<file path="config.mk">
export PLATFORM = sky130hd
export DESIGN_NAME = pipe_stall_ctrl
export DESIGN_NICKNAME = d
export VERILOG_FILES = /design/src/rtl/pipe_stall_ctrl.sv
export SDC_FILE = /design/constraint.sdc
export NUM_CORES = 1
export LEC_CHECK = 0
export BUFFER_PORTS_ARGS = -buffer_cell sky130_fd_sc_hd__buf_2
export CAP_MARGIN = 15
export CORE_AREA = 3 3 44 54
export CTS_CLUSTER_SIZE = 25
export DETAILED_ROUTE_END_ITERATION = 6
export DIE_AREA = 0 0 47 57
export PLACE_DENSITY_LB_ADDON = 0.15
export SYNTH_ARGS = -nofsm -noshare
export SYNTH_HDL_FRONTEND = slang
export SYNTH_SLANG_ARGS = --single-unit
</file>
<file path="constraint.sdc">
create_clock -name clk -period 2.7 [get_ports clk]
set_clock_uncertainty 0.15 [all_clocks]
set_input_delay 0.405 -clock clk [delete_from_list [all_inputs] [get_ports clk]]
set_output_delay 0.405 -clock clk [all_outputs]
set_load 0.02 [all_outputs]
</file>
<file path="src/rtl/pipe_stall_ctrl.sv">
// Pipeline stall scheduler: merges load-use, execute and multi-cycle op stalls.
// Optional macro PIPE_STALL_PERF_EN enables the saturating stalled-cycle counter.
module pipe_stall_ctrl #(
  parameter int unsigned STALL_W = 6,
  parameter int unsigned CNT_W   = 6
) (
  input  logic               clk,
  input  logic               rst,
  input  logic               stallreq_from_id,
  input  logic               stallreq_from_ex,
  input  logic               mc_start_i,
  input  logic [CNT_W-1:0]   mc_cycles_i,
  input  logic               mc_annul_i,
  output logic [STALL_W-1:0] stall_o,
  output logic               mc_busy_o,
  output logic               mc_done_o,
  output logic [31:0]        stall_cnt_o
);

  localparam logic [STALL_W-1:0] EX_HOLD_MASK = STALL_W'(6'b001111);
  localparam logic [STALL_W-1:0] ID_HOLD_MASK = STALL_W'(6'b000111);

  typedef enum logic [1:0] {
    ST_IDLE = 2'd0,
    ST_BUSY = 2'd1,
    ST_DONE = 2'd2
  } state_e;

  state_e           state_q, state_d;
  logic [CNT_W-1:0] cnt_q, cnt_d;
  logic             busy_q, done_q;
  logic             ex_hold_c;

  // Next-state and counter sequencing; annul outranks start.
  always_comb begin
    state_d = state_q;
    cnt_d   = cnt_q;
    unique case (state_q)
      ST_IDLE: begin
        if (mc_start_i && !mc_annul_i) begin
          if (mc_cycles_i != '0) begin
            state_d = ST_BUSY;
            cnt_d   = mc_cycles_i;
          end else begin
            state_d = ST_DONE;
          end
        end
      end
      ST_BUSY: begin
        cnt_d = cnt_q - CNT_W'(1);
        if (cnt_q == CNT_W'(1)) state_d = ST_DONE;
      end
      ST_DONE: state_d = ST_IDLE;
      default: begin
        state_d = ST_IDLE;
        cnt_d   = '0;
      end
    endcase
    if (mc_annul_i) begin
      state_d = ST_IDLE;
      cnt_d   = '0;
    end
  end

  always_ff @(posedge clk) begin
    if (rst) begin
      state_q <= ST_IDLE;
      cnt_q   <= '0;
      busy_q  <= 1'b0;
      done_q  <= 1'b0;
    end else begin
      state_q <= state_d;
      cnt_q   <= cnt_d;
      busy_q  <= (state_d == ST_BUSY);
      done_q  <= (state_d == ST_DONE);
    end
  end

  assign mc_busy_o = busy_q;
  assign mc_done_o = done_q;

  // Zero-latency stall merge; execute hold dominates the decode bubble.
  assign ex_hold_c = stallreq_from_ex || (state_q == ST_BUSY) ||
                     ((state_q == ST_IDLE) && mc_start_i && !mc_annul_i);

  always_comb begin
    stall_o = '0;
    if (!rst) begin
      if (ex_hold_c)             stall_o = EX_HOLD_MASK;
      else if (stallreq_from_id) stall_o = ID_HOLD_MASK;
    end
  end

`ifdef PIPE_STALL_PERF_EN
  logic [31:0] stall_cnt_q;

  always_ff @(posedge clk) begin
    if (rst) begin
      stall_cnt_q <= 32'h0;
    end else if (stall_o[0] && (stall_cnt_q != 32'hFFFF_FFFF)) begin
      stall_cnt_q <= stall_cnt_q + 32'd1;
    end
  end

  assign stall_cnt_o = stall_cnt_q;
`else
  assign stall_cnt_o = 32'h0;
`endif

endmodule
</file>
* Word level (Yosys, flattened, before mapping)
Cells that the tools add are included.
** Cells by class
- $add $sub $neg :: 1
- $mul :: 0
- Bitwise gates (word level) :: 1
- Shifts and indexed selects :: 0
- Div/mod/pow operators :: 0
- Equal/unequal tests :: 7
- $lt $le $gt $ge :: 0
- Multiplexer cells :: 11
- Reduce and logical (&&, ||, !) cells :: 10
** Operator list (number)
- $pmux W6 S3 :: 1
- $mux W6 :: 2
- $mux W2 :: 4
- $mux W4 :: 2
- $eq A6 B1 Y1 const B :: 1
- $reduce_bool A6 Y1 :: 1
- $sub A6 B1 Y6 const B :: 1
- $eq A2 B1 Y1 const B :: 2
- $eq A2 B2 Y1 const B :: 2
- $ne A2 B2 Y1 const B :: 2
- $pmux W2 S2 :: 1
- $logic_and A1 B1 Y1 :: 3
- $mux W3 :: 1
- $reduce_and A3 Y1 :: 1
- $logic_not A2 Y1 :: 1
- $logic_or A1 B1 Y1 :: 2
- $reduce_or A2 Y1 :: 1
- $logic_not A1 Y1 :: 1
- $not A1 Y1 :: 1
** Storage, ports and cells
- Bits in read-only memories :: 0
- Output and inout port bits :: 40
- Bits in latches :: 0
- Memories :: 0
- Flip-flop bits (word level) :: 10
- RAM bits :: 0
- Logic and storage cells :: 34
- Bits of input ports :: 12

* Logic depth before layout (Yosys ltp)
Gate-level depths: netlist (run 1).
- Depth in word-level cells :: 6
- Gate-level depth with buffers :: 5
- Depth with buffers taken out :: 5

* Worst setup path after synthesis (run 1)
No wires, ideal clock.
- Path kind :: input to output
- Start point :: input mc_annul_i
- End point :: output stall_o[1]
- Path buffers :: 1
- Required time :: 2145 ps
- Data arrival time :: 1502 ps
- Cell stages on the path :: 5
- Slack :: 643 ps
- Path through :: nand2b_1 > a21oi_1 > nor2_1 > a21oi_1 > buf_4
** Between the ends
- Cells in the longest elaborated chain, start to end :: 5
** Ends and longest elaborated chain
- from (decl) :: line 13 : input logic mc_annul_i,
- $logic_not A1 Y1 :: line 84 : ((state_q == ST_IDLE) && mc_start_i && !mc_annul_i);
- $logic_and A1 B1 Y1 :: line 84
- $logic_or A1 B1 Y1 :: line 83 : assign ex_hold_c = stallreq_from_ex || (state_q == ST_BUSY) ||
- $mux W4 :: line 89 : if (ex_hold_c) stall_o = EX_HOLD_MASK;
- $mux W4 :: line 88 : if (!rst) begin
- to (decl) :: line 14 : output logic [STALL_W-1:0] stall_o,
No other way between the ends.

* Worst setup path after layout (run 1)
- Start point :: register state_q[0]
- End point :: output stall_o[0]
** Between the ends
- Cells in the longest elaborated chain, start to end :: 6
- Elaborated cells between the ends (all ways) :: 8
- Those cells by class :: eq/ne: 1; mux: 2; reduce/logical: 5
** Ends and longest elaborated chain
- from (decl) :: line 29 : state_e state_q, state_d;
- from (signal assigned) :: line 72 : state_q <= state_d;
- $logic_not A2 Y1 :: line 84
- $logic_and A1 B1 Y1 (2 in series) :: line 84
- $logic_or A1 B1 Y1 * :: line 83
- $mux W4 * :: line 89
- $mux W4 * :: line 88
Mark *: on every way between the ends. The rest lies on a longest branch, timed or not.

==> metrics, run 1 <==
Max Fanout on Critical Path=15; part of the Yosys area used for sequential elements=between 20% and 30%; largest net degree at the start of global routing=16; number of fillers in the final layout=~210; clock-pin slew on the worst setup and hold paths=0.07 ns; destination of the worst register-to-register timing path=cnt_q[1]$_SDFFE_PP0P_; number of global-route vias before repair=552; number of flip-flops and latches in the synthesized netlist=10; Hold WC Path Type=in2reg; count of boundary I/O pins=52; number of H-tree branching levels=1; async set-reset flop share out of synthesis=0%; r2r startpoint=cnt_q[0]$_SDFFE_PP0P_; clock sink count=10; setup slack of the worst register-to-register path=about 1.2 ns; synthesized instance count=107; hold-fix buffers at CTS=0; detailed-route wire length per cell=11.9 microns; largest buffer count on any clock path=2; number of cell instances on the worst register-to-register path=5; arrival time worst endpoint=roughly 1.7 ns; via total after detailed routing=between 700 and 800; input/output buffers=17; placed instance area=a little over 800 sq um; Non-Filler Cell Area, Final=between 800 and 900 sq um; yosys synthesis warning count=0; total congestion overflow=0; share of layout cells above drive strength 1=roughly a fifth; CP endpoint kind=output pin; die width=between 40 and 50 microns; total count of hold-check failures in the final report=0; fin nets=between 100 and 150; library cell with the highest instance count after synthesis=sky130_fd_sc_hd__buf_4; area share of the largest cell type after synthesis=31.2%; number of remaining DRC errors=0; area enclosed by the die boundary=~0.0027 sq mm; via density per instance=approximately 5.0; run status=completed; placeable core region=about 0.0019 sq mm; antenna violations before repair=0; wire length of the first global-routing pass=2.42 mm; max-slew violation total from the final report=0; clock insertion delay at the later pin of the skew report=0.26 ns; total of max-cap violations=0; floorplan row count=17; final count of negative-setup-slack endpoints=0; cell taking the most area after synthesis=sky130_fd_sc_hd__buf_4; core occupancy in the finished layout=around 45%; category of the worst setup path launch point=register; starting utilization of the core area=a little under half; combined area of all synthesized cells=about 870 sq um; count of flip-flops with a built-in enable after synthesis=0; areal power density over the cells=435 mW/mm^2; peak clock frequency supported by timing=450 MHz; clock root buffer=sky130_fd_sc_hd__clkbuf_4; detailed router's first-iteration violation count=20; DPL Wire Length=1.34 mm; Routability Congestion=between 0.7 and 0.8; termination of the worst setup path=stall_o[0]; mean cell area of the mapped netlist=a little over 8 sq um; router iterations before antenna repair=4; CTS tree=done; global-route total usage across every layer=between 10% and 20%; Post-synth top flop=sky130_fd_sc_hd__dfxtp_1; Setup TNS=0 ns; diode count=0; count of cells resized by post-cts repair=0; Distinct cells, synth=29; critical path data required time=approximately 2.1 ns; final critical-path required period=around 2.2 ns; leading post-synthesis cells by instance count=sky130_fd_sc_hd__buf_4 (36), sky130_fd_sc_hd__a21oi_1 (10), sky130_fd_sc_hd__dfxtp_1 (10); Worst IR Drop VDD=~0.19 mV; setup repair after global routing missed its margin=false; part of the cycle the worst path needs=82.3%; hold slack=between 0.2 and 0.25 ns; clock buffer count from CTS=3; remaining antenna violation count=0; Layout area overhead=-2.17%; drt total wl=1.69 mm; height of the chip=approximately 57 microns; Static Leak=about 0.00040 uW; main area contributors after synthesis=sky130_fd_sc_hd__buf_4 (31%), sky130_fd_sc_hd__dfxtp_1 (23%), sky130_fd_sc_hd__a21oi_1 (5.8%), sky130_fd_sc_hd__inv_1 (3.0%), sky130_fd_sc_hd__o22a_1 (3.0%); classification of the worst setup path=reg2out; Worst setup startpoint=state_q[0]$_SDFF_PP0_; buffers inserted by post-CTS timing repair=0
-- placed cells by master (no fill, tap or decap) --
| cell type | n |
|---|---|
| sky130_fd_sc_hd__o22a_1 | 3 |
| sky130_fd_sc_hd__conb_1 | 34 |
| sky130_fd_sc_hd__nor3_1 | 3 |
| sky130_fd_sc_hd__nor2_1 | 6 |
| sky130_fd_sc_hd__dfxtp_1 | 10 |
| sky130_fd_sc_hd__a21oi_1 | 10 |
| sky130_fd_sc_hd__o22ai_1 | 3 |
| sky130_fd_sc_hd__nand2b_1 | 1 |
| sky130_fd_sc_hd__buf_2 | 17 |
| sky130_fd_sc_hd__a211oi_1 | 1 |
| sky130_fd_sc_hd__or2_2 | 1 |
| sky130_fd_sc_hd__nand4b_1 | 1 |
| sky130_fd_sc_hd__nand2_1 | 1 |
| sky130_fd_sc_hd__mux2_2 | 1 |
| sky130_fd_sc_hd__ha_1 | 2 |
| sky130_fd_sc_hd__nor4_4 | 1 |
| sky130_fd_sc_hd__nand3_1 | 1 |
| sky130_fd_sc_hd__nor4b_1 | 1 |
| sky130_fd_sc_hd__and3_1 | 2 |
| sky130_fd_sc_hd__nor3b_1 | 2 |
| sky130_fd_sc_hd__a211oi_2 | 1 |
| sky130_fd_sc_hd__clkbuf_4 | 3 |
| sky130_fd_sc_hd__o2bb2ai_1 | 2 |
| sky130_fd_sc_hd__a31oi_1 | 1 |
| sky130_fd_sc_hd__nor2b_1 | 2 |
| sky130_fd_sc_hd__inv_1 | 7 |
| sky130_fd_sc_hd__or3_1 | 3 |
| sky130_fd_sc_hd__a211oi_4 | 1 |
| sky130_fd_sc_hd__o21ai_1 | 2 |
-- cells by family (layout without fill, tap and decap cells) --
| logic type | count (synthesis) | count (layout) | share of synthesized area (%) |
|---|---|---|---|
| compound gates | 24 | 24 | 19.5 |
| fa+ha+maj | 2 | 2 | 2.89 |
| buf+inv | 44 | 27 | 34.7 |
| flops | 10 | 10 | 23.1 |
| mux | 1 | 1 | 1.30 |
| other cells | 1 | 34 | 0.433 |
| simple gates | 25 | 25 | 18.1 |
-- power breakdown --
group	switching (uW)	total [uW]	internal [uW]
Combinational	80.1	108	28.0
Clock	51.9	103	51.5
Sequential	4.81	157	152
-- metrics by stage --
step                      std cells  setup slack (ns)  total power, uW
after floorplan                 140             0.643              282
after global placement          139             0.737              266
after detailed placement        139             0.700              266
after CTS                       142             0.494              368
after global routing            142             0.373              386
final                           142             0.477              368
-- worst max-delay path, stage by stage (launching register included) --
cell and delay, ns:
sky130_fd_sc_hd__dfxtp_1 0.59, sky130_fd_sc_hd__inv_1 0.19, sky130_fd_sc_hd__a21oi_1 0.16, sky130_fd_sc_hd__nor2_1 0.06, sky130_fd_sc_hd__a21oi_1 0.19, sky130_fd_sc_hd__buf_2 0.20
-- layout make-up --
cell class | instances | area (sq um) | share of cell area [%]
Inverter | 7 | 26.3 | 3.10
Tap cell | 19 | 23.8 | 2.81
Multi-Input combinational cell | 86 | 489 | 57.8
Sequential cell | 10 | 200 | 23.6
Clock buffer | 3 | 22.5 | 2.66
Timing Repair Buffer | 17 | 85.1 | 10.0
-- flip-flops by register name, summed over array words and instances, names as in the netlist --
signal,flops
cnt_q,6
mc_busy_o,1
mc_done_o,1
state_q,2
-- worst min path at each step --
| stage | endpoint | depth (start not counted) | startpoint | slack (ns) |
|---|---|---|---|---|
| floorplan | cnt_q[4]$_SDFFE_PP0P_ | 1 | cnt_q[4]$_SDFFE_PP0P_ | 0.28 |
| global placement | cnt_q[4]$_SDFFE_PP0P_ | 1 | cnt_q[4]$_SDFFE_PP0P_ | 0.31 |
| detailed placement | cnt_q[4]$_SDFFE_PP0P_ | 1 | cnt_q[4]$_SDFFE_PP0P_ | 0.32 |
| CTS | cnt_q[1]$_SDFFE_PP0P_ | 2 | mc_annul_i | 0.21 |
| global route | cnt_q[1]$_SDFFE_PP0P_ | 2 | mc_annul_i | 0.23 |
| finish | cnt_q[1]$_SDFFE_PP0P_ | 2 | mc_annul_i | 0.20 |
-- metal layers --
metal / GRT usage [%] / vias up / routed length, microns
met4: 5.93 / 0 / 35
met3: 2.84 / 6 / 176
met2: 18.8 / 51 / 837
li1: - / 330 / -
met5: 0 / - / 0
met1: 16.3 / 322 / 643
(Power assumes the default switching activity.)
==> run 2, diff against run 1 <==
--- a/config.mk
+++ b/config.mk
@@ -7,10 +7,10 @@
 export LEC_CHECK = 0
 export BUFFER_PORTS_ARGS = -buffer_cell sky130_fd_sc_hd__buf_2
 export CAP_MARGIN = 15
-export CORE_AREA = 3 3 44 54
+export CORE_AREA = 3 3 46 56
 export CTS_CLUSTER_SIZE = 25
 export DETAILED_ROUTE_END_ITERATION = 6
-export DIE_AREA = 0 0 47 57
+export DIE_AREA = 0 0 49 59
 export PLACE_DENSITY_LB_ADDON = 0.15
 export SYNTH_ARGS = -nofsm -noshare
 export SYNTH_HDL_FRONTEND = slang
==> constraint.sdc (replaced) <==
create_clock -name clk -period 2.2 [get_ports clk]
set_clock_uncertainty 0.15 [all_clocks]
set_input_delay 0.33 -clock clk [delete_from_list [all_inputs] [get_ports clk]]
set_output_delay 0.33 -clock clk [all_outputs]
set_load 0.02 [all_outputs]
==> run 2 against run 1 <==
Compared with the run above:
- sequential power is 21% higher
- clock-buffer cell count is 1 higher
- cell area is 4.1% higher
- routed wire length is 1.7% lower
- non-clock buffer count is 1 higher
- die area is 7.9% higher
- sequential share of layout area is 0.94 points lower
- total power is 35% higher
- first-iteration DRC count is 35% lower
==> metrics, run 2 (synthesis results as in run 1) <==
destination of the worst register-to-register timing path=cnt_q[1]$_SDFFE_PP0P_; setup slack of the worst register-to-register path=0.65 ns (-0.50 ns); Routability Congestion=0.732 (-7.0%); Switching Share=35.5% (-1.7 points); count of cells resized by post-cts repair=0 (unchanged); final critical-path setup slack=0.385 ns (-0.0929 ns); part of the cycle the worst path needs=roughly 83%; starting utilization of the core area=41.3% (-4.9 points); clock buffer count from CTS=3 (unchanged); number of global-route vias before repair=617 (+12%); Static Leak=0.000418 uW (+3.1%); max-slew violation total from the final report=0 (unchanged); run status=completed; peak clock frequency supported by timing=around 550 MHz; leading registers by flop count=cnt_q (6), state_q (2); dpl ws=0.375 ns (-0.325 ns); most frequent standard cell in the layout excluding fill and tap cells=sky130_fd_sc_hd__conb_1; global-route total usage across every layer=11.9% (-0.62 points); input/output buffers=17 (unchanged); arrival time worst endpoint=1.34 ns (-0.33 ns); switching component of the power=177 uW (+29%); clock insertion delay at the later pin of the skew report=0.27 ns (about the same); final critical-path required period=~1.8 ns; wire length of the first global-routing pass=2.59 mm (+7.1%); router iterations before antenna repair=5 (+1); Worst IR Drop VDD=0.217 mV (+14%); largest net degree at the start of global routing=15 (-1); clock root buffer=sky130_fd_sc_hd__clkbuf_4; largest buffer count on any clock path=2 (unchanged); drt total wl=1.67 mm (-1.7%); share of power burned in the clock network=34.9% (+6.8 points); r2r startpoint=cnt_q[0]$_SDFFE_PP0P_; worst-path cell chain=buf_2 -> nand2b_1 -> a21oi_1 -> nor2_1 -> a21oi_1 -> buf_2; share of layout cells above drive strength 1=21.6% (+1.3 points); Largest register FFs=6 (unchanged); via total after detailed routing=685 (-3.4%); Setup TNS=0 ns (unchanged); placeable core region=0.00209 sq mm (+12%); die width=49 microns (+4.3%); internal power=322 uW (+39%); number of fillers in the final layout=238 (+16%); fin nets=140 (+0.72%); remaining antenna violation count=0 (unchanged); total count of hold-check failures in the final report=0 (unchanged); largest incremental delay on the critical path=0.23 ns (-0.36 ns); category of the worst setup path launch point=input pin; total of max-cap violations=0 (unchanged); buffers inserted by post-CTS timing repair=0 (unchanged); hold-fix buffers at CTS=0 (unchanged); count of boundary I/O pins=52 (unchanged); clock sink count=10 (unchanged); floorplan row count=18 (+1); detailed-route wire length per cell=10.7 microns (-9.9%); clock-pin slew on the worst setup and hold paths=0.07 ns (about the same); antenna violations before repair=0 (unchanged); setup repair after global routing missed its margin=false; detailed router's first-iteration violation count=13 (-35%); number of remaining DRC errors=0 (unchanged); register area=200 sq um (unchanged); number of cell instances on the worst register-to-register path=5 (unchanged); top library cells by usage in the layout, fill and taps aside=sky130_fd_sc_hd__conb_1 (34), sky130_fd_sc_hd__buf_2 (17), sky130_fd_sc_hd__a21oi_1 (10), sky130_fd_sc_hd__dfxtp_1 (10), sky130_fd_sc_hd__inv_1 (7); slowest stage cell on the critical path=sky130_fd_sc_hd__nand2b_1; Layout area overhead=1.88%; Worst setup startpoint=mc_annul_i; diode count=0 (unchanged); termination of the worst setup path=stall_o[2]; classification of the worst setup path=in2out; height of the chip=59 microns (+3.5%); DPL Wire Length=1.37 mm (+2.1%); area enclosed by the die boundary=0.00289 sq mm (+7.9%); fraction of power consumed by sequential logic=38.1% (-4.5 points); Max Fanout on Critical Path=5 (-10); CP endpoint kind=output pin; total congestion overflow=0 (unchanged); final count of negative-setup-slack endpoints=0 (unchanged); register containing the most flip-flops in the final layout=cnt_q; areal power density over the cells=565 mW/mm^2 (+30%); part of the power in combinational logic=26.9% (-2.5 points); number of H-tree branching levels=1 (unchanged); multi-input combinational cell area=489 sq um (unchanged); Hold WC Path Type=in2reg; CTS tree=done; via density per instance=4.42 (-11%); critical path data required time=1.72 ns (-0.42 ns)
## run 2: cell types whose count changed in the layout (fill, tap and decap cells not counted)
cell	delta
sky130_fd_sc_hd__clkbuf_8	+1
sky130_fd_sc_hd__buf_4	+1
## run 2: layer usage
metal | wire [microns] | vias up | part of all wire [%] | GRT usage (%)
li1 | - | 336 | - | -
met1 | 674 | 315 | 40 | 12.5
met2 | 843 | 30 | 51 | 19.8
met3 | 111 | 4 | 6.7 | 3.27
met4 | 36 | 0 | 2.2 | 10.2
met5 | 0 | - | 0 | 0
## run 2: worst max-delay path, delay by kind of cell
kind / cells / cell delay, ns
AOI/OAI and AO/OA: 2 / 0.38
buffers and inverters: 2 / 0.32
and+or+nand+nor: 2 / 0.30
## run 2: power by group through the flow
stage                     clock network, uW  registers, uW  logic (uW)
after global routing                    187            191         146
after CTS                               175            190         133
final                                   174            190         134
after detailed placement                  0            194         133
after floorplan                           0            195         152
after global placement                    0            194         132
## run 2: cell type report
cell class                      instances  share of cell area [%]
Multi-Input combinational cell         86                    55.5
Sequential cell                        10                    22.7
Timing Repair Buffer                   18                    10.5
Tap cell                               30                    4.26
Clock buffer                            4                    4.11
Inverter                                7                    2.98
## run 2: metrics by stage
step / util (%) / hold WS (ns) / cell area (sq um) / instances / total power [uW]
after global routing: 42.1 / 0.127 / 882 / 155 / 525
after floorplan: - / 0.245 / 990 / 140 / 346
after global placement: 40.4 / 0.308 / 846 / 151 / 326
after detailed placement: 40.4 / 0.315 / 846 / 151 / 327
after CTS: 42.1 / 0.120 / 882 / 155 / 498
final: 42.1 / 0.123 / 882 / 155 / 499
## run 2: worst min path at each step
stage | from | end | slack (ns) | cells past startpoint
after floorplan | rst | cnt_q[1]$_SDFFE_PP0P_ | 0.24 | 1
after global placement | cnt_q[4]$_SDFFE_PP0P_ | cnt_q[4]$_SDFFE_PP0P_ | 0.31 | 1
after detailed placement | cnt_q[4]$_SDFFE_PP0P_ | cnt_q[4]$_SDFFE_PP0P_ | 0.31 | 1
after CTS | mc_annul_i | cnt_q[1]$_SDFFE_PP0P_ | 0.12 | 2
after global routing | mc_annul_i | cnt_q[1]$_SDFFE_PP0P_ | 0.13 | 2
final | mc_annul_i | cnt_q[1]$_SDFFE_PP0P_ | 0.12 | 2
